`config.mk`:
```
export PLATFORM = sky130hd
export DESIGN_NAME = ssd1306_spi_arbiter_flat
export DESIGN_NICKNAME = d
export VERILOG_FILES = /design/src/rtl/ssd1306_arb_pkg.sv /design/src/rtl/ssd1306_spi_arbiter_if.sv /design/src/rtl/ssd1306_arb_timer.sv /design/src/rtl/ssd1306_spi_arbiter.sv /design/src/flat_wrapper.sv
export SDC_FILE = /design/constraint.sdc
export NUM_CORES = 1
export LEC_CHECK = 0
export ABC_CLOCK_PERIOD_IN_PS = 6300
export BUFFER_PORTS_ARGS = -buffer_cell sky130_fd_sc_hd__buf_2
export CAP_MARGIN = 10
export CELL_PAD_IN_SITES_DETAIL_PLACEMENT = 1
export CELL_PAD_IN_SITES_GLOBAL_PLACEMENT = 1
export CORE_ASPECT_RATIO = 1.5
export CORE_MARGIN = 5
export CORE_UTILIZATION = 30
export DETAILED_ROUTE_END_ITERATION = 8
export HOLD_SLACK_MARGIN = 0.08
export PLACE_DENSITY_LB_ADDON = 0.1
export SYNTH_ARGS = -nofsm -noshare
export SYNTH_HDL_FRONTEND = slang
export SYNTH_SLANG_ARGS = --single-unit
```
`constraint.sdc`:
```
create_clock -name clk_50M -period 6.3 [get_ports clk_50M]
set_input_delay 1.26 -clock clk_50M [delete_from_list [all_inputs] [get_ports clk_50M]]
set_output_delay 1.26 -clock clk_50M [all_outputs]
set_load 0.01 [all_outputs]
```
`src/rtl/ssd1306_arb_pkg.sv`:
```
// Shared types and encodings for the SSD1306 SPI arbiter.
// Holds the FSM state enum, grant codes and D/C line levels.
package ssd1306_arb_pkg;

    typedef enum logic [1:0] {
        IDLE,
        SETUP,
        SEND,
        WAIT
    } arb_state_t;

    localparam logic [1:0] GNT_NONE = 2'b00;
    localparam logic [1:0] GNT_CMD  = 2'b01;
    localparam logic [1:0] GNT_PIX  = 2'b10;

    localparam logic DC_CMD  = 1'b0;
    localparam logic DC_DATA = 1'b1;

    localparam int TMR_W = 16;

    // Burst counter saturates instead of wrapping.
    function automatic logic [7:0] sat_inc(input logic [7:0] v);
        return (v == 8'hFF) ? v : v + 8'd1;
    endfunction

endpackage

```
`src/rtl/ssd1306_spi_arbiter_if.sv`:
```
// Request/SPI bundle between the byte producers, the arbiter and the SPI master.
// The arbiter uses the slave modport; the producer side uses master.
interface ssd1306_spi_arbiter_if;

    logic       cmd_valid;
    logic [7:0] cmd_data;
    logic       cmd_ready;

    logic       pix_valid;
    logic [7:0] pix_data;
    logic       pix_last;
    logic       pix_ready;

    logic [7:0] spi_data;
    logic       spi_wr;
    logic       spi_charreceived;

    logic       oled_dc;
    logic [1:0] grant;
    logic       busy;
    logic       timeout;

    modport master (
        output cmd_valid, cmd_data,
        output pix_valid, pix_data, pix_last,
        output spi_charreceived,
        input  cmd_ready, pix_ready,
        input  spi_data, spi_wr, oled_dc,
        input  grant, busy, timeout
    );

    modport slave (
        input  cmd_valid, cmd_data,
        input  pix_valid, pix_data, pix_last,
        input  spi_charreceived,
        output cmd_ready, pix_ready,
        output spi_data, spi_wr, oled_dc,
        output grant, busy, timeout
    );

endinterface

```
`src/rtl/ssd1306_arb_timer.sv`:
```
// Loadable down-counter; done is high while the count sits at one.
// Shared between D/C setup timing and the WAIT watchdog.
module ssd1306_arb_timer #(
    parameter int W = 16
) (
    input  logic         clk_50M,
    input  logic         rst,
    input  logic         load,
    input  logic [W-1:0] load_val,
    input  logic         en,
    output logic         done
);

    logic [W-1:0] cnt;

    always_ff @(posedge clk_50M or posedge rst) begin
        if (rst) begin
            cnt <= '0;
        end else if (load) begin
            cnt <= load_val;
        end else if (en && cnt != '0) begin
            cnt <= cnt - W'(1);
        end
    end

    assign done = (cnt == W'(1));

endmodule

```
`src/rtl/ssd1306_spi_arbiter.sv`:
```
// SSD1306 SPI arbiter: shares one SPI byte master between cmd and pixel streams.
// Define SSD1306_ARB_WATCHDOG_EN to add a WAIT-state watchdog (timeout pulse).
module ssd1306_spi_arbiter
    import ssd1306_arb_pkg::*;
#(
    parameter int DC_SETUP_CYCLES = 4,
    parameter int BURST_MAX       = 16,
    parameter int TIMEOUT_CYCLES  = 1024
) (
    input logic                  clk_50M,
    input logic                  rst,
    ssd1306_spi_arbiter_if.slave bus
);

    if (DC_SETUP_CYCLES < 1 || DC_SETUP_CYCLES > 255) begin : g_bad_setup
        $error("DC_SETUP_CYCLES must be 1..255");
    end
    if (BURST_MAX < 1 || BURST_MAX > 255) begin : g_bad_burst
        $error("BURST_MAX must be 1..255");
    end
    if (TIMEOUT_CYCLES < 1 || TIMEOUT_CYCLES > 65535) begin : g_bad_timeout
        $error("TIMEOUT_CYCLES must be 1..65535");
    end

    localparam logic [7:0] BURST_LIM = 8'(BURST_MAX);

    arb_state_t state;

    logic       lock;
    logic [7:0] burst_cnt;
    logic [7:0] burst_nxt;

    logic [7:0] data_q;
    logic       wr_q;
    logic       dc_q;
    logic [1:0] gnt_q;

    logic       pix_win;
    logic       cmd_acc;
    logic       pix_acc;
    logic       acc;
    logic       acc_dc;
    logic [7:0] acc_data;
    logic       dc_change;
    logic       burst_end;

    logic             tmr_load;
    logic             tmr_en;
    logic             tmr_done;
    logic [TMR_W-1:0] tmr_val;
    logic             wd_fire;

    // A locked burst keeps pixels ahead of pending commands.
    always_comb begin
        pix_win   = bus.pix_valid && (lock || !bus.cmd_valid);
        cmd_acc   = !rst && (state == IDLE) && bus.cmd_valid && !pix_win;
        pix_acc   = !rst && (state == IDLE) && pix_win;
        acc       = cmd_acc || pix_acc;
        acc_dc    = pix_acc ? DC_DATA : DC_CMD;
        acc_data  = pix_acc ? bus.pix_data : bus.cmd_data;
        dc_change = (acc_dc != dc_q);
        burst_nxt = sat_inc(burst_cnt);
        burst_end = cmd_acc || bus.pix_last || (burst_nxt >= BURST_LIM);
    end

`ifdef SSD1306_ARB_WATCHDOG_EN
    assign wd_fire  = (state == WAIT) && tmr_done && !bus.spi_charreceived;
    assign tmr_load = (acc && dc_change) || (state == SEND);
    assign tmr_val  = (state == SEND) ? TMR_W'(TIMEOUT_CYCLES)
                                      : TMR_W'(DC_SETUP_CYCLES);
    assign tmr_en   = (state == SETUP) || (state == WAIT);
`else
    assign wd_fire  = 1'b0;
    assign tmr_load = acc && dc_change;
    assign tmr_val  = TMR_W'(DC_SETUP_CYCLES);
    assign tmr_en   = (state == SETUP);
`endif

    ssd1306_arb_timer #(
        .W (TMR_W)
    ) u_timer (
        .clk_50M  (clk_50M),
        .rst      (rst),
        .load     (tmr_load),
        .load_val (tmr_val),
        .en       (tmr_en),
        .done     (tmr_done)
    );

    always_ff @(posedge clk_50M or posedge rst) begin
        if (rst) begin
            state     <= IDLE;
            wr_q      <= 1'b0;
            data_q    <= 8'h00;
            dc_q      <= DC_CMD;
            gnt_q     <= GNT_NONE;
            lock      <= 1'b0;
            burst_cnt <= 8'd0;
        end else begin
            wr_q <= 1'b0;
            unique case (state)
                IDLE: begin
                    if (acc) begin
                        data_q <= acc_data;
                        dc_q   <= acc_dc;
                        gnt_q  <= pix_acc ? GNT_PIX : GNT_CMD;
                        if (dc_change) begin
                            state <= SETUP;
                        end else begin
                            state <= SEND;
                            wr_q  <= 1'b1;
                        end
                        if (burst_end) begin
                            lock      <= 1'b0;
                            burst_cnt <= 8'd0;
                        end else begin
                            lock      <= 1'b1;
                            burst_cnt <= burst_nxt;
                        end
                    end
                end
                SETUP: begin
                    if (tmr_done) begin
                        state <= SEND;
                        wr_q  <= 1'b1;
                    end
                end
                SEND: begin
                    state <= WAIT;
                end
                WAIT: begin
                    if (bus.spi_charreceived) begin
                        state <= IDLE;
                        gnt_q <= GNT_NONE;
                    end else if (wd_fire) begin
                        state     <= IDLE;
                        gnt_q     <= GNT_NONE;
                        lock      <= 1'b0;
                        burst_cnt <= 8'd0;
                    end
                end
                default: begin
                    state <= IDLE;
                end
            endcase
        end
    end

    assign bus.cmd_ready = cmd_acc;
    assign bus.pix_ready = pix_acc;
    assign bus.spi_data  = data_q;
    assign bus.spi_wr    = wr_q;
    assign bus.oled_dc   = dc_q;
    assign bus.grant     = gnt_q;
    assign bus.busy      = (state != IDLE);
    assign bus.timeout   = wd_fire;

endmodule
```
`src/flat_wrapper.sv`:
```
// flat-port wrapper written by rule: the top's interface ports become plain ports
module ssd1306_spi_arbiter_flat import ssd1306_arb_pkg::*;
#(
    parameter int DC_SETUP_CYCLES = 4,
    parameter int BURST_MAX       = 16,
    parameter int TIMEOUT_CYCLES  = 1024
)
  (clk_50M, rst, bus_cmd_valid, bus_cmd_data, bus_pix_valid, bus_pix_data, bus_pix_last, bus_spi_charreceived, bus_cmd_ready, bus_pix_ready, bus_spi_data, bus_spi_wr, bus_oled_dc, bus_grant, bus_busy, bus_timeout);
  ssd1306_spi_arbiter_if bus_i ();
  input logic clk_50M;
  input logic rst;
  input wire logic [$bits(bus_i.cmd_valid)-1:0] bus_cmd_valid;
  input wire logic [$bits(bus_i.cmd_data)-1:0] bus_cmd_data;
  input wire logic [$bits(bus_i.pix_valid)-1:0] bus_pix_valid;
  input wire logic [$bits(bus_i.pix_data)-1:0] bus_pix_data;
  input wire logic [$bits(bus_i.pix_last)-1:0] bus_pix_last;
  input wire logic [$bits(bus_i.spi_charreceived)-1:0] bus_spi_charreceived;
  output wire logic [$bits(bus_i.cmd_ready)-1:0] bus_cmd_ready;
  output wire logic [$bits(bus_i.pix_ready)-1:0] bus_pix_ready;
  output wire logic [$bits(bus_i.spi_data)-1:0] bus_spi_data;
  output wire logic [$bits(bus_i.spi_wr)-1:0] bus_spi_wr;
  output wire logic [$bits(bus_i.oled_dc)-1:0] bus_oled_dc;
  output wire logic [$bits(bus_i.grant)-1:0] bus_grant;
  output wire logic [$bits(bus_i.busy)-1:0] bus_busy;
  output wire logic [$bits(bus_i.timeout)-1:0] bus_timeout;
  assign bus_i.cmd_valid = bus_cmd_valid;
  assign bus_i.cmd_data = bus_cmd_data;
  assign bus_i.pix_valid = bus_pix_valid;
  assign bus_i.pix_data = bus_pix_data;
  assign bus_i.pix_last = bus_pix_last;
  assign bus_i.spi_charreceived = bus_spi_charreceived;
  assign bus_cmd_ready = bus_i.cmd_ready;
  assign bus_pix_ready = bus_i.pix_ready;
  assign bus_spi_data = bus_i.spi_data;
  assign bus_spi_wr = bus_i.spi_wr;
  assign bus_oled_dc = bus_i.oled_dc;
  assign bus_grant = bus_i.grant;
  assign bus_busy = bus_i.busy;
  assign bus_timeout = bus_i.timeout;
  ssd1306_spi_arbiter #(.DC_SETUP_CYCLES(DC_SETUP_CYCLES), .BURST_MAX(BURST_MAX), .TIMEOUT_CYCLES(TIMEOUT_CYCLES)) u_core (.clk_50M(clk_50M), .rst(rst), .bus(bus_i));
endmodule
```
==> impl_metrics.py <==
metrics = {
    "outcome": {
        "outcome": "completed",
    },
    "hold_path": {
        "min_path_cells": 1,
        "hold_path_startpoint": "u_core.lock",
        "min_path_type": "reg2reg",
        "hold_end": "u_core.lock",
    },
    "grt": {
        "grtUsageTotal_pct": 13.2,
        "grt_pass1_wl_mm": 9.61,
        "overflow": 0,
        "grt_pass1_vias": 1941,
        "grt_max_degree": 41,
        "antenna_found_initial": 0,
    },
    "sta": {
        "tns_ns": 0,
        "fin_crit_sh_pct": 61.3,
        "fin_skew_ns": 0.00581,
        "max_freq_ghz": 0.259,
        "fin_crit_ns": 3.86,
        "maxSlewViolCount": 0,
        "setup_viol": 0,
        "worst_pin_slew_ns": 0.736,
        "relSlewSlack_pct": 50.8,
        "final_hold_viol_count": 0,
        "rsz0062_at_grt": "no",
    },
    "detailed_routing": {
        "route.detailed.drc": 0,
        "viasPerCell": 5.20,
        "drt-wirelength-per-cell_um": 15.8,
        "dr.pass1.iters": 4,
        "postRouteAntennaNets": 0,
        "drtIter0Drc": 21,
        "vias": 1882,
        "routed_wl_mm": 5.70,
    },
    "worst_setup_path": {
        "timing.rr.end": "u_core.u_timer.cnt[5]",
        "cp_slowest_cell": "inv_1",
        "rr_worst_depth": 6,
        "crit_buf_inv": 3,
        "worstSetupPathType": "in2out",
        "crit_top_cell": "buf_2",
        "timing.critical_path.from_type": "primary input",
        "crit_family": "buffers and inverters",
        "worstPathMaxFanout": 20,
        "path_cells": "buf_2 -> nor2b_1 -> nand3_1 -> inv_1 -> buf_2",
        "reg2reg_slack_ns": 3.69,
        "rr_startpoint": "u_core.state[0]",
        "arrival_ns": 2.60,
        "slowest_delay_ns": 0.44,
        "end_kind": "primary output",
        "crit_required_ns": 5.04,
    },
    "place": {
        "gp_congestion": 0.746,
        "io_buffers": 36,
        "dp_hpwl_mm": 4.15,
    },
    "cts": {
        "cts-resized-gates": 0,
        "cts_setup_buffers": 0,
        "postCtsHoldBufs": 0,
        "root_buffer": "clkbuf_8",
        "worstSkewPairLatency_ns": 0.29,
        "cts_tree": "done",
        "cts_inserted_buffers": 5,
        "clk_pin_slew_worst_paths_ns": 0.07,
        "htree_levels": 2,
        "clockBufferDepth": 2,
        "cts_num_sinks": 39,
    },
    "layout": {
        "seq_area_um2": 976,
        "nets": 292,
        "final_util_pct": 35.5,
        "antenna_cells": 0,
        "multi_input_area_mm2": 0.00114,
        "fill_cells": 840,
        "layout-drive-gt1-share_pct": 22.9,
        "areaGrowthSynthToFinish_pct": 16.2,
    },
    "yosys": {
        "synthTopCellsByArea": "dfrtp_1 44%, ha_1 5.1%, mux2i_1 4.6%, a21oi_1 4.1%, o21ai_0 4.1%",
        "ys_types": 51,
        "ys_ff_latch": 39,
        "synth.net_count": 257,
        "async_flop_share_pct": 100,
        "ys.warnings.count": 0,
        "synthTopCellsByCount": "39 x dfrtp_1, 18 x a21oi_1, 18 x o21ai_0",
        "synth_area_mm2": 0.00219,
        "syn-instance-count": 226,
        "synth_top_area_cell": "dfrtp_1",
        "synth_edf_count": 0,
        "netlist.area_leader.share_pct": 44.5,
        "yosysMostFrequentCell": "dfrtp_1",
        "yosysSeqAreaShare_pct": 44.5,
        "ys.flop_type": "dfrtp_1",
        "avgSynthCellArea_um2": 9.71,
    },
    "power_and_ir_drop": {
        "p_leak_nw": 1.20,
        "power_density_mw_per_mm2": 425,
        "peakVddDrop_v": 0.000160,
    },
    "floorplanning": {
        "core_mm2": 0.00718,
        "start_util_pct": 30.6,
        "floorplan.io_pins": 38,
        "dieArea_mm2": 0.00916,
        "row_count": 38,
        "dieWidth_um": 79.8,
        "dieHeight_um": 115,
    },
    "flow_run": {
        "cap_violations": 0,
    },
}
-- power by group --
group          switching (mW)  internal (mW)  leakage (nW)  total (mW)
Sequential             0.0924          0.342         0.509       0.434
Combinational           0.273          0.207         0.647       0.480
Clock                  0.0902         0.0779        0.0422       0.168
Total                   0.456          0.627          1.20        1.08
-- area by class of cell --
type	count	area share [%]
flip-flops and latches	39	38.3
inverters	10	1.47
well taps	100	4.91
repair buffers	37	7.36
multi-input cells	168	44.8
clock inverters	1	0.196
clock buffers	7	2.99
-- metrics by stage --
stage | instance area (um2) | worst slack [ns] | instances | total power [mW] | hold WS [ns]
2_1_floorplan | 2190 | 2.97 | 226 | 0.770 | 0.441
3_3_place_gp | 2470 | 2.48 | 354 | 0.925 | 0.483
3_5_place_dp | 2470 | 2.42 | 354 | 0.930 | 0.485
4_1_cts | 2550 | 2.41 | 362 | 1.11 | 0.503
5_1_grt | 2550 | 2.25 | 362 | 1.19 | 0.525
6_report | 2550 | 2.44 | 362 | 1.08 | 0.492
-- sequential cells by signal, indices dropped and copies added (netlist names) --
signal and count:
u_core.bus.grant 2, u_core.state 2, u_core.lock 1, u_core.burst_cnt 8, u_core.u_timer.cnt 16, u_core.bus.spi_data 8, u_core.bus.oled_dc 1, u_core.bus.spi_wr 1
-- per-layer routing --
metal  share of wire, %  wire (um)  up-vias  global-route usage (%)
li1                   -          -      920                       -
met1                 43       2470      924                    15.7
met2                 51       2890       29                    23.6
met3                4.1        234        9                    2.60
met4                1.9        108        0                    4.40
met5                  0          0        -                       0
-- cells by family after synthesis --
family | count (synthesis) | synth area share (%)
flops | 39 | 44.5
simple gates | 82 | 22.7
other cells | 1 | 0.171
fa+ha+maj | 9 | 5.13
mux | 12 | 5.59
compound gates | 64 | 18.4
buf+inv | 19 | 3.48
-- worst max-delay path by stage --
stage	startpoint	to	slack [ns]	depth (start not counted)
floorplan	rst	bus_pix_ready	2.97	5
global placement	rst	bus_pix_ready	2.48	5
detailed placement	rst	bus_pix_ready	2.42	5
CTS	rst	bus_pix_ready	2.41	5
global route	rst	bus_pix_ready	2.25	5
finish	rst	bus_pix_ready	2.44	5
-- worst reg2reg max path, stage by stage (launching register included) --
cell	delay, ns
dfrtp_1	0.42
inv_1	0.12
ha_1	0.25
nand3b_1	0.54
a311o_1	0.60
nand2_1	0.45
a21oi_1	0.09
-- cell usage in the layout (no fill, tap or decap), types with 4 or more instances in the layout --
cell type  synthesis  routed
or3_1              7       7
clkbuf_8           0       5
nor2_1             5       5
nand4_1            6       6
nand2_1           17      17
buf_2              1      36
inv_1             10      10
dfrtp_1           39      39
mux2i_1           10      10
nor4_1             4       4
and2_1             4       4
ha_1               9       9
nor2b_1            5       5
or3_2              4       4
a21oi_1           18      18
o31ai_1            4       4
a31oi_1            4       4
o21ai_0           18      18
Note: power is estimated with default switching activity, not from simulation.
